**src/rtl/alu_op_seq_pkg.sv**
```systemverilog
// Shared types for the ALU ROM operation sequencer: data widths, ALU op-codes and FSM state encoding.
package alu_seq_pkg;

  localparam int DATA_W = 16;
  localparam int OP_W   = 3;

  typedef enum logic [OP_W-1:0] {
    OP_ADD = 3'b000,
    OP_AND = 3'b001,
    OP_OR  = 3'b010,
    OP_XOR = 3'b011,
    OP_NOT = 3'b100
  } op_t;

  typedef enum logic [1:0] {
    IDLE    = 2'd0,
    SETUP   = 2'd1,
    ACCESS  = 2'd2,
    CAPTURE = 2'd3
  } state_t;

endpackage

```
**src/rtl/alu_op_seq_if.sv**
```systemverilog
// Bus between the sequencer (master) and the ALU ROM (slave): latched operation out, result and flag strobes back.
interface alu_op_seq_if;
  import alu_seq_pkg::*;

  logic              rom_noe;
  logic [OP_W-1:0]   rom_op;
  logic [DATA_W-1:0] rom_a;
  logic [DATA_W-1:0] rom_b;
  logic              rom_flin;
  logic [DATA_W-1:0] rom_ibus;
  logic              rom_flout;
  logic              rom_nsetl;
  logic              rom_fvout;
  logic              rom_nsetv;

  modport master (
    output rom_noe, rom_op, rom_a, rom_b, rom_flin,
    input  rom_ibus, rom_flout, rom_nsetl, rom_fvout, rom_nsetv
  );

  modport slave (
    input  rom_noe, rom_op, rom_a, rom_b, rom_flin,
    output rom_ibus, rom_flout, rom_nsetl, rom_fvout, rom_nsetv
  );
endinterface

```
**src/rtl/alu_wait_ctr.sv**
```systemverilog
// 4-bit down-counter timing the ROM access window: load, decrement, zero flag.
module alu_wait_ctr (
  input  logic       clk,
  input  logic       reset,
  input  logic       load,
  input  logic [3:0] load_val,
  input  logic       dec,
  output logic       zero
);

  logic [3:0] count_reg;

  always_ff @(posedge clk) begin
    if (reset) begin
      count_reg <= 4'd0;
    end else if (load) begin
      count_reg <= load_val;
    end else if (dec && (count_reg != 4'd0)) begin
      count_reg <= count_reg - 4'd1;
    end
  end

  assign zero = (count_reg == 4'd0);

endmodule

```
**src/rtl/alu_op_seq.sv**
```systemverilog
// Sequences one ALU operation through an asynchronous ALU ROM: latch, settle, timed access, capture.
// Optional macro ALU_FLAG_WRITE_EN adds direct fl/fv write ports (CAPTURE load wins over them).
module alu_op_seq
  import alu_seq_pkg::*;
#(
  parameter int WAIT_CYCLES = 3
) (
  input  logic              clk,
  input  logic              reset,
  input  logic              start,
  input  logic [OP_W-1:0]   op,
  input  logic [DATA_W-1:0] a,
  input  logic [DATA_W-1:0] b,
  input  logic              flin,
`ifdef ALU_FLAG_WRITE_EN
  input  logic              fl_we,
  input  logic              fl_d,
  input  logic              fv_we,
  input  logic              fv_d,
`endif
  alu_op_seq_if.master      rom,
  output logic [DATA_W-1:0] result,
  output logic              fl,
  output logic              fv,
  output logic              busy,
  output logic              done
);

  // Counter is preloaded with WAIT_CYCLES-1 so ACCESS ends on the cycle it reads zero.
  localparam logic [3:0] WAIT_LOAD = 4'(WAIT_CYCLES - 1);

  state_t            state_reg;
  logic              noe_reg;
  logic [OP_W-1:0]   op_reg;
  logic [DATA_W-1:0] a_reg;
  logic [DATA_W-1:0] b_reg;
  logic              flin_reg;
  logic [DATA_W-1:0] result_reg;
  logic              fl_reg;
  logic              fv_reg;
  logic              busy_reg;
  logic              done_reg;
  logic              ctr_zero;

  alu_wait_ctr u_wait_ctr (
    .clk      (clk),
    .reset    (reset),
    .load     (state_reg == SETUP),
    .load_val (WAIT_LOAD),
    .dec      (state_reg == ACCESS),
    .zero     (ctr_zero)
  );

  always_ff @(posedge clk) begin
    if (reset) begin
      state_reg  <= IDLE;
      noe_reg    <= 1'b1;
      op_reg     <= '0;
      a_reg      <= '0;
      b_reg      <= '0;
      flin_reg   <= 1'b0;
      result_reg <= '0;
      fl_reg     <= 1'b0;
      fv_reg     <= 1'b0;
      busy_reg   <= 1'b0;
      done_reg   <= 1'b0;
    end else begin
      done_reg <= 1'b0;
`ifdef ALU_FLAG_WRITE_EN
      if (fl_we) fl_reg <= fl_d;
      if (fv_we) fv_reg <= fv_d;
`endif
      case (state_reg)
        IDLE: begin
          if (start) begin
            op_reg    <= op;
            a_reg     <= a;
            b_reg     <= b;
            flin_reg  <= flin;
            busy_reg  <= 1'b1;
            state_reg <= SETUP;
          end
        end
        SETUP: begin
          noe_reg   <= 1'b0;
          state_reg <= ACCESS;
        end
        ACCESS: begin
          if (ctr_zero) state_reg <= CAPTURE;
        end
        CAPTURE: begin
          result_reg <= rom.rom_ibus;
          if (!rom.rom_nsetl) fl_reg <= rom.rom_flout;
          if (!rom.rom_nsetv) fv_reg <= rom.rom_fvout;
          noe_reg   <= 1'b1;
          busy_reg  <= 1'b0;
          done_reg  <= 1'b1;
          state_reg <= IDLE;
        end
        default: state_reg <= IDLE;
      endcase
    end
  end

  assign rom.rom_noe  = noe_reg;
  assign rom.rom_op   = op_reg;
  assign rom.rom_a    = a_reg;
  assign rom.rom_b    = b_reg;
  assign rom.rom_flin = flin_reg;
  assign result       = result_reg;
  assign fl           = fl_reg;
  assign fv           = fv_reg;
  assign busy         = busy_reg;
  assign done         = done_reg;

endmodule

```
**src/flat_wrapper.sv**
```systemverilog
// flat-port wrapper written by rule: the top's interface ports become plain ports
module alu_op_seq_flat import alu_seq_pkg::*;
#(
  parameter int WAIT_CYCLES = 3
)
  (clk, reset, start, op, a, b, flin, result, fl, fv, busy, done, rom_rom_noe, rom_rom_op, rom_rom_a, rom_rom_b, rom_rom_flin, rom_rom_ibus, rom_rom_flout, rom_rom_nsetl, rom_rom_fvout, rom_rom_nsetv);
  alu_op_seq_if rom_i ();
  input  logic clk;
  input  logic reset;
  input  logic start;
  input  logic [OP_W-1:0] op;
  input  logic [DATA_W-1:0] a;
  input  logic [DATA_W-1:0] b;
  input  logic flin;
  output logic [DATA_W-1:0] result;
  output logic fl;
  output logic fv;
  output logic busy;
  output logic done;
  output wire logic [$bits(rom_i.rom_noe)-1:0] rom_rom_noe;
  output wire logic [$bits(rom_i.rom_op)-1:0] rom_rom_op;
  output wire logic [$bits(rom_i.rom_a)-1:0] rom_rom_a;
  output wire logic [$bits(rom_i.rom_b)-1:0] rom_rom_b;
  output wire logic [$bits(rom_i.rom_flin)-1:0] rom_rom_flin;
  input wire logic [$bits(rom_i.rom_ibus)-1:0] rom_rom_ibus;
  input wire logic [$bits(rom_i.rom_flout)-1:0] rom_rom_flout;
  input wire logic [$bits(rom_i.rom_nsetl)-1:0] rom_rom_nsetl;
  input wire logic [$bits(rom_i.rom_fvout)-1:0] rom_rom_fvout;
  input wire logic [$bits(rom_i.rom_nsetv)-1:0] rom_rom_nsetv;
  assign rom_rom_noe = rom_i.rom_noe;
  assign rom_rom_op = rom_i.rom_op;
  assign rom_rom_a = rom_i.rom_a;
  assign rom_rom_b = rom_i.rom_b;
  assign rom_rom_flin = rom_i.rom_flin;
  assign rom_i.rom_ibus = rom_rom_ibus;
  assign rom_i.rom_flout = rom_rom_flout;
  assign rom_i.rom_nsetl = rom_rom_nsetl;
  assign rom_i.rom_fvout = rom_rom_fvout;
  assign rom_i.rom_nsetv = rom_rom_nsetv;
  alu_op_seq #(.WAIT_CYCLES(WAIT_CYCLES)) u_core (.clk(clk), .reset(reset), .start(start), .op(op), .a(a), .b(b), .flin(flin), .rom(rom_i), .result(result), .fl(fl), .fv(fv), .busy(busy), .done(done));
endmodule
```
**config.mk**
```make
export PLATFORM = sky130hd
export DESIGN_NAME = alu_op_seq_flat
export DESIGN_NICKNAME = d
export VERILOG_FILES = /design/src/rtl/alu_op_seq_pkg.sv /design/src/rtl/alu_op_seq_if.sv /design/src/rtl/alu_wait_ctr.sv /design/src/rtl/alu_op_seq.sv /design/src/flat_wrapper.sv
export SDC_FILE = /design/constraint.sdc
export NUM_CORES = 1
export LEC_CHECK = 0
export CORE_ASPECT_RATIO = 1.75
export CORE_UTILIZATION = 40
export CTS_CLUSTER_SIZE = 12
export DETAILED_ROUTE_END_ITERATION = 6
export PLACE_DENSITY = 0.76
export SLEW_MARGIN = 5
export SYNTH_ARGS = -nofsm -noshare
export SYNTH_HDL_FRONTEND = slang
export SYNTH_SLANG_ARGS = --single-unit
```
**constraint.sdc**
```tcl
create_clock -name clk -period 1.62 [get_ports clk]
set_clock_uncertainty 0.1 [all_clocks]
set_input_delay 0.243 -clock clk [delete_from_list [all_inputs] [get_ports clk]]
set_output_delay 0.243 -clock clk [all_outputs]
set_load 0.05 [all_outputs]
```
==> flow_results.xml, run 1 <==
<?xml version="1.0" encoding="UTF-8"?>
<metrics>
  <group name="critical_path">
    <metric name="path_delay_family" unit="">compound AO/OA/AOI/OAI gates</metric>
    <metric name="cp_cell_sequence" unit="">inv_2, ha_4, or3b_4, a21o_1, a211oi_2</metric>
    <metric name="worstPathArrival" unit="ns">1.70</metric>
    <metric name="worstPathBufferInverterCount" unit="">1</metric>
    <metric name="longest_individual_stage_delay_on_the_worst_path" unit="ns">0.39</metric>
    <metric name="worst_path_max_delay_cell" unit="">sky130_fd_sc_hd__or3b_4</metric>
    <metric name="critical_path.startpoint_type" unit="">register</metric>
    <metric name="critical_path_class" unit="">register to register</metric>
    <metric name="setup.worst_path.end_class" unit="">register</metric>
    <metric name="worstPathMaxFanout" unit="">4</metric>
    <metric name="reg2reg_slack" unit="ns">0.07</metric>
    <metric name="critical_path_required" unit="ns">1.77</metric>
  </group>
  <group name="clocking">
    <metric name="cts-root-to-sink-buffers" unit="">2</metric>
    <metric name="tritoncts_clock_tree" unit="">done</metric>
    <metric name="cts-buffers-inserted" unit="">9</metric>
    <metric name="clk_latency" unit="ns">0.33</metric>
    <metric name="ctsHoldBuffers" unit="">0</metric>
    <metric name="cts_num_sinks" unit="">63</metric>
    <metric name="clk_root_buffer_cell" unit="">sky130_fd_sc_hd__clkbuf_8</metric>
    <metric name="htree_num_levels" unit="">3</metric>
    <metric name="clock_transition_at_the_registers_of_the_reported_paths" unit="ns">0.07</metric>
  </group>
  <group name="place">
    <metric name="post-place-cells" unit="">450</metric>
    <metric name="hpwlAfterDp" unit="um">4220</metric>
    <metric name="port_buffer_count" unit="">115</metric>
    <metric name="gp_congestion" unit="">0.744</metric>
  </group>
  <group name="floorplanning">
    <metric name="die_y" unit="um">103</metric>
    <metric name="initial_core_util" unit="%">41.8</metric>
    <metric name="floorplan.die.width" unit="um">59.7</metric>
    <metric name="io-pin-count" unit="">116</metric>
    <metric name="row_count" unit="">36</metric>
    <metric name="fp.dieArea" unit="mm^2">0.00616</metric>
    <metric name="core-area" unit="mm^2">0.00559</metric>
  </group>
  <group name="grt">
    <metric name="groute.usage.overall" unit="%">19.5</metric>
    <metric name="grt_antenna_before_repair" unit="">0</metric>
    <metric name="grt_pass1_wl" unit="um">8910</metric>
    <metric name="overflow" unit="">0</metric>
    <metric name="first_global_vias" unit="">2054</metric>
    <metric name="grt_max_degree" unit="">38</metric>
  </group>
  <group name="final_layout">
    <metric name="instances_no_fill" unit="">465</metric>
    <metric name="layout-drive-gt1-share" unit="%">22.1</metric>
    <metric name="filler_cell_count" unit="">526</metric>
    <metric name="final_nets" unit="">449</metric>
    <metric name="final_cell_mix" unit="">75 x sky130_fd_sc_hd__nand2_1, 63 x sky130_fd_sc_hd__dfxtp_1, 59 x sky130_fd_sc_hd__buf_4</metric>
    <metric name="antennaDiodeCount" unit="">0</metric>
    <metric name="layout.cells.most_common" unit="">sky130_fd_sc_hd__nand2_1</metric>
    <metric name="syn2layout_area_growth" unit="%">59.1</metric>
  </group>
  <group name="timing">
    <metric name="max_slew_margin" unit="%">65.7</metric>
    <metric name="max_slew_violation_count" unit="">0</metric>
    <metric name="rsz0062_at_grt" unit="">no</metric>
    <metric name="final-setup-viol-count" unit="">0</metric>
    <metric name="tns" unit="ns">0</metric>
    <metric name="final.min_clock_period" unit="ns">1.55</metric>
    <metric name="final-hold-violation-count" unit="">0</metric>
    <metric name="worst-slew-pin-transition" unit="ns">0.514</metric>
    <metric name="max_clock_freq" unit="MHz">646</metric>
    <metric name="period_share" unit="%">95.6</metric>
  </group>
  <group name="synth">
    <metric name="seq_area_frac_synth" unit="%">54.0</metric>
    <metric name="ff_latch_count_synth" unit="">63</metric>
    <metric name="synth.net_count" unit="">332</metric>
    <metric name="synth-warning-count" unit="">0</metric>
    <metric name="synth_largest_type_area_fraction" unit="%">54.0</metric>
    <metric name="synth.avg_cell_area" unit="um^2">8.71</metric>
    <metric name="synth_top_cells_by_area" unit="">sky130_fd_sc_hd__dfxtp_1 54%, sky130_fd_sc_hd__nand2_1 12%, sky130_fd_sc_hd__a21oi_1 8.2%</metric>
    <metric name="synth_area" unit="mm^2">0.00233</metric>
    <metric name="synth_top_cell_by_area" unit="">sky130_fd_sc_hd__dfxtp_1</metric>
    <metric name="syn-instance-count" unit="">268</metric>
    <metric name="synth.distinct_cells" unit="">26</metric>
  </group>
  <group name="drt">
    <metric name="drt_pass1_iterations" unit="">4</metric>
    <metric name="wl" unit="um">5830</metric>
    <metric name="drt_first_iter_violations" unit="">79</metric>
    <metric name="drcViolationCount" unit="">0</metric>
    <metric name="route.detailed.wl_per_inst" unit="um">12.5</metric>
    <metric name="drt-met1-wl" unit="um">2170</metric>
    <metric name="viasPerCell" unit="">4.68</metric>
    <metric name="dr_total_vias" unit="">2175</metric>
    <metric name="met3_wirelength" unit="um">342</metric>
    <metric name="dr.max_layer_used" unit="">met4</metric>
    <metric name="detail-route-antenna-nets" unit="">0</metric>
    <metric name="met2_wire_length" unit="um">3110</metric>
  </group>
  <group name="pwr">
    <metric name="total_switching_power" unit="mW">2.18</metric>
    <metric name="power_density" unit="mW/mm^2">1540</metric>
    <metric name="pwr-share-seq" unit="%">34.1</metric>
    <metric name="p_sw_share" unit="%">38.1</metric>
    <metric name="clockPowerShare" unit="%">25.1</metric>
    <metric name="combinationalPowerShare" unit="%">40.9</metric>
    <metric name="vdd_ir_drop_max" unit="mV">0.753</metric>
    <metric name="internal_power" unit="mW">3.54</metric>
    <metric name="leakagePower" unit="nW">1.53</metric>
  </group>
  <group name="status">
    <metric name="run_status" unit="">completed</metric>
  </group>
  <group name="job">
    <metric name="drv_cap" unit="">0</metric>
  </group>
  <group name="min_path">
    <metric name="min_path_type" unit="">input port to register</metric>
  </group>
</metrics>
cells in the mapped netlist (all sizes together):
| master | number |
|---|---|
| clkbuf | 9 |
| a21oi | 38 |
| o21ai | 2 |
| and4b | 1 |
| nor4b | 2 |
| nor2 | 20 |
| or3b | 1 |
| dfxtp | 63 |
| nor3b | 1 |
| mux2i | 19 |
| nand2 | 75 |
| o21bai | 1 |
| nand3 | 2 |
| a21o | 1 |
| nor3 | 3 |
| buf | 7 |
| ha | 5 |
| a211oi | 3 |
| and2 | 1 |
| nor2b | 4 |
| inv | 7 |
| nand2b | 2 |
| o41ai | 1 |
path summary, 6_finish.rpt:
| path | from | to | depth (start not counted) |
|---|---|---|---|
| worst max-delay path | u_core.u_wait_ctr.count_reg[0]$_SDFFE_PP0P_ | u_core.state_reg[0]$_SDFFE_PP0P_ | 5 |
| worst min-delay path | reset | u_core.result[5]$_SDFFE_PP0P_ | 2 |
| worst max register to register | u_core.u_wait_ctr.count_reg[0]$_SDFFE_PP0P_ | u_core.state_reg[0]$_SDFFE_PP0P_ | 5 |
| worst min register to register | u_core.rom.rom_flin$_SDFFE_PP0P_ | u_core.rom.rom_flin$_SDFFE_PP0P_ | 2 |
layout make-up:
cell class | count | area (um^2) | share of cell area, %
Clock buffer | 13 | 179 | 4.82
Clock inverter | 2 | 37.5 | 1.01
Inverter | 7 | 26.3 | 0.708
Multi-Input combinational cell | 182 | 995 | 26.8
Sequential cell | 63 | 1260 | 34.0
Tap cell | 76 | 95.1 | 2.56
Timing Repair Buffer | 122 | 1120 | 30.1
per-stage QoR:
stage	area, um^2	power, mW	setup slack [ns]	utilization (%)	hold slack (ns)
2_1_floorplan	2330	3.53	0.125	-	0.279
3_3_place_gp	3480	4.27	0.0875	62.3	0.342
3_5_place_dp	3480	4.32	-0.00995	62.3	0.347
4_1_cts	3700	5.77	0.00388	66.2	0.263
5_1_grt	3710	6.04	0.00831	66.5	0.291
6_report	3710	5.72	0.0720	66.5	0.268
logic make-up (layout without fill, tap and decap cells):
kind of cell / count (synthesis) / after routing / share of synthesized area, %
simple gates: 112 / 112 / 20.2
fa+ha+maj: 5 / 5 / 2.68
compound gates: 46 / 46 / 10.8
buf+inv: 23 / 144 / 4.13
mux: 19 / 19 / 8.15
flops: 63 / 63 / 54.0
timing repair:
action / CTS / global route
hold endpoints to repair: 0 / 0
setup buffers: 0 / 0
setup endpoints to repair: 1 / 3
gates resized for setup: 1 / 4
pin swaps: 0 / 1
power groups by stage:
stage	Combinational [mW]	Sequential, mW	Clock (mW)
after global placement	2.30	1.97	0
after detailed placement	2.34	1.98	0
after CTS	2.35	1.95	1.47
after floorplan	0.836	2.70	0
final	2.34	1.95	1.43
after global routing	2.53	1.98	1.53
routing by layer:
metal | track usage, % | vias to the layer above
li1 | - | 1108
met1 | 19.4 | 968
met2 | 34.9 | 84
met3 | 4.52 | 15
met4 | 12.7 | 0
met5 | 0 | -
Power figures use the tool's default switching activity.
==> inputs of run 2 (changes only) <==
- CELL_PAD_IN_SITES_DETAIL_PLACEMENT: not set -> 0
- CELL_PAD_IN_SITES_GLOBAL_PLACEMENT: not set -> 1
- CORE_UTILIZATION: 40 -> 43
- DONT_BUFFER_PORTS: not set -> 1
- PLACE_DENSITY: 0.76 -> 0.72
==> flow_results.xml, run 2 (synthesis results as in run 1) <==
<?xml version="1.0" encoding="UTF-8"?>
<metrics>
  <group name="status">
    <metric name="run_status" unit="">finished with violations</metric>
    <metric name="violated_checks" unit="">design-rule violations, negative hold slack</metric>
  </group>
  <group name="final_layout">
    <metric name="final_nets" unit="">336</metric>
    <metric name="instances_no_fill" unit="">332</metric>
    <metric name="final_util" unit="%">49.7</metric>
    <metric name="syn2layout_area_growth" unit="%">12.0</metric>
    <metric name="filler_cell_count" unit="">525</metric>
    <metric name="layout.cells.most_common" unit="">sky130_fd_sc_hd__nand2_1</metric>
    <metric name="final_cell_mix" unit="">75 x sky130_fd_sc_hd__nand2_1, 63 x sky130_fd_sc_hd__dfxtp_1, 38 x sky130_fd_sc_hd__a21oi_1</metric>
    <metric name="layout-drive-gt1-share" unit="%">9.75</metric>
    <metric name="antennaDiodeCount" unit="">0</metric>
  </group>
  <group name="place">
    <metric name="port_buffer_count" unit="">0</metric>
    <metric name="hpwlAfterDp" unit="um">3060</metric>
    <metric name="post-place-cells" unit="">315</metric>
    <metric name="gp_congestion" unit="">0.693</metric>
  </group>
  <group name="critical_path">
    <metric name="worst_reg2reg_startpoint" unit="">u_core.u_wait_ctr.count_reg[1]$_SDFFE_PP0P_</metric>
    <metric name="worstPathArrival" unit="ns">1.70</metric>
    <metric name="critical_path.startpoint_type" unit="">register</metric>
    <metric name="worstPathMaxFanout" unit="">4</metric>
    <metric name="reg2reg_slack" unit="ns">0.08</metric>
    <metric name="crit-reg2reg-capture" unit="">u_core.state_reg[0]$_SDFFE_PP0P_</metric>
    <metric name="critical_path_class" unit="">register to register</metric>
    <metric name="worstRegToRegCells" unit="">5</metric>
    <metric name="setup.worst_path.end_class" unit="">register</metric>
    <metric name="critical_path_required" unit="ns">1.77</metric>
  </group>
  <group name="timing">
    <metric name="worst-slew-pin-transition" unit="ns">0.550</metric>
    <metric name="max_slew_margin" unit="%">63.3</metric>
    <metric name="max_clock_freq" unit="MHz">648</metric>
    <metric name="final-hold-violation-count" unit="">62</metric>
    <metric name="period_share" unit="%">95.2</metric>
    <metric name="tns" unit="ns">0</metric>
    <metric name="fin_hold_ws" unit="ns">-0.124</metric>
    <metric name="max_slew_violation_count" unit="">0</metric>
    <metric name="rsz0062_at_grt" unit="">no</metric>
    <metric name="final.min_clock_period" unit="ns">1.54</metric>
    <metric name="final-setup-viol-count" unit="">0</metric>
  </group>
  <group name="grt">
    <metric name="grt_pass1_wl" unit="um">7400</metric>
    <metric name="first_global_vias" unit="">1719</metric>
    <metric name="groute.usage.overall" unit="%">16.9</metric>
    <metric name="overflow" unit="">0</metric>
    <metric name="grt_antenna_before_repair" unit="">0</metric>
    <metric name="grt_max_degree" unit="">66</metric>
  </group>
  <group name="pwr">
    <metric name="internal_power" unit="mW">3.00</metric>
    <metric name="leakagePower" unit="nW">0.981</metric>
    <metric name="clockPowerShare" unit="%">25.7</metric>
    <metric name="power_density" unit="mW/mm^2">1930</metric>
    <metric name="p_sw_share" unit="%">40.6</metric>
    <metric name="combinationalPowerShare" unit="%">21.0</metric>
    <metric name="total_switching_power" unit="mW">2.05</metric>
    <metric name="fin_total_pwr" unit="mW">5.06</metric>
    <metric name="pwr-share-seq" unit="%">53.3</metric>
    <metric name="vdd_ir_drop_max" unit="mV">0.723</metric>
  </group>
  <group name="min_path">
    <metric name="hp-start" unit="">reset</metric>
    <metric name="min_path_type" unit="">input port to register</metric>
    <metric name="timing.hold.worst_path_depth" unit="">1</metric>
    <metric name="worstHoldEndpoint" unit="">u_core.state_reg[0]$_SDFFE_PP0P_</metric>
  </group>
  <group name="clocking">
    <metric name="clk_root_buffer_cell" unit="">sky130_fd_sc_hd__clkbuf_8</metric>
    <metric name="cts-root-to-sink-buffers" unit="">2</metric>
    <metric name="tritoncts_clock_tree" unit="">done</metric>
    <metric name="htree_num_levels" unit="">3</metric>
    <metric name="cts_setup_buffers" unit="">0</metric>
    <metric name="cts_num_sinks" unit="">63</metric>
    <metric name="clk_latency" unit="ns">0.33</metric>
    <metric name="clock_transition_at_the_registers_of_the_reported_paths" unit="ns">0.06</metric>
    <metric name="cts-buffers-inserted" unit="">9</metric>
  </group>
  <group name="floorplanning">
    <metric name="io-pin-count" unit="">116</metric>
    <metric name="initial_core_util" unit="%">44.4</metric>
    <metric name="floorplan.die.width" unit="um">57.7</metric>
    <metric name="die_y" unit="um">99.5</metric>
    <metric name="fp.dieArea" unit="mm^2">0.00574</metric>
    <metric name="row_count" unit="">35</metric>
    <metric name="core-area" unit="mm^2">0.00526</metric>
  </group>
  <group name="drt">
    <metric name="wl" unit="um">4590</metric>
    <metric name="viasPerCell" unit="">5.19</metric>
    <metric name="route.detailed.wl_per_inst" unit="um">13.8</metric>
    <metric name="drt_pass1_iterations" unit="">7</metric>
    <metric name="drt_first_iter_violations" unit="">114</metric>
    <metric name="drcViolationCount" unit="">10</metric>
    <metric name="detail-route-antenna-nets" unit="">0</metric>
    <metric name="dr_total_vias" unit="">1722</metric>
  </group>
  <group name="job">
    <metric name="drv_cap" unit="">0</metric>
  </group>
</metrics>
run 2: cell types whose count changed in the layout (fill, tap and decap cells not counted):
cell and delta:
sky130_fd_sc_hd__dlygate4sd3_1 +1, sky130_fd_sc_hd__buf_2 -1, sky130_fd_sc_hd__clkinv_2 +3, sky130_fd_sc_hd__clkbuf_8 -3, sky130_fd_sc_hd__buf_12 -4, sky130_fd_sc_hd__inv_2 -1
sky130_fd_sc_hd__ha_4 -1, sky130_fd_sc_hd__clkinvlp_4 -1, sky130_fd_sc_hd__buf_4 -52, sky130_fd_sc_hd__inv_1 +1, sky130_fd_sc_hd__clkbuf_1 +2, sky130_fd_sc_hd__ha_2 +1
sky130_fd_sc_hd__clkdlybuf4s50_1 -57
run 2: layout make-up:
cell class	count	area, um^2	share of cell area (%)
Tap cell	55	68.8	2.63
Timing Repair Buffer	9	82.6	3.16
Inverter	7	26.3	1.01
Sequential cell	63	1260	48.3
Clock buffer	12	145	5.55
Multi-Input combinational cell	182	985	37.7
Clock inverter	4	45.0	1.72
run 2: how the worst max path moves through the flow:
stage                                                      from                          endpoint  slack, ns  depth (start not counted)
finish              u_core.u_wait_ctr.count_reg[1]$_SDFFE_PP0P_  u_core.state_reg[0]$_SDFFE_PP0P_       0.08                          5
detailed placement  u_core.u_wait_ctr.count_reg[0]$_SDFFE_PP0P_  u_core.state_reg[0]$_SDFFE_PP0P_       0.06                          5
global placement    u_core.u_wait_ctr.count_reg[0]$_SDFFE_PP0P_  u_core.state_reg[0]$_SDFFE_PP0P_       0.08                          5
floorplan           u_core.u_wait_ctr.count_reg[0]$_SDFFE_PP0P_  u_core.state_reg[0]$_SDFFE_PP0P_       0.12                          5
global route        u_core.u_wait_ctr.count_reg[0]$_SDFFE_PP0P_  u_core.state_reg[0]$_SDFFE_PP0P_      0.009                          5
CTS                 u_core.u_wait_ctr.count_reg[0]$_SDFFE_PP0P_  u_core.state_reg[0]$_SDFFE_PP0P_       0.04                          5
run 2: critical path, cell delays in order, from the launching register on:
cell and delay (ns):
sky130_fd_sc_hd__dfxtp_1 0.33, sky130_fd_sc_hd__inv_1 0.07, sky130_fd_sc_hd__ha_2 0.19, sky130_fd_sc_hd__or3b_4 0.40, sky130_fd_sc_hd__a21o_1 0.20, sky130_fd_sc_hd__a211oi_2 0.20
run 2: metal layers:
metal	vias to the layer above	GRT usage [%]	wire, um
met5	-	0	0
met3	11	8.19	429
met2	84	27.9	2240
met4	0	9.34	115
li1	882	-	-
met1	745	17.0	1810
run 2: through the flow:
step | area (um^2) | setup WS [ns]
final | 2610 | 0.0771
after CTS | 2590 | 0.0400
after floorplan | 2330 | 0.125
after detailed placement | 2400 | 0.0557
after global routing | 2610 | 0.00921
after global placement | 2400 | 0.0752
run 2: what timing repair did:
action,CTS,global route
endpoints found under the setup margin,0,2
gates resized for setup,0,3
hold endpoints to repair,63,63
run 2: power by group through the flow:
stage / registers, mW / logic [mW] / clock network [mW]
after global routing: 2.73 / 1.21 / 1.44
final: 2.70 / 1.06 / 1.30
after global placement: 2.73 / 1.06 / 0
after CTS: 2.70 / 1.07 / 1.35
after floorplan: 2.70 / 0.836 / 0
after detailed placement: 2.73 / 1.07 / 0
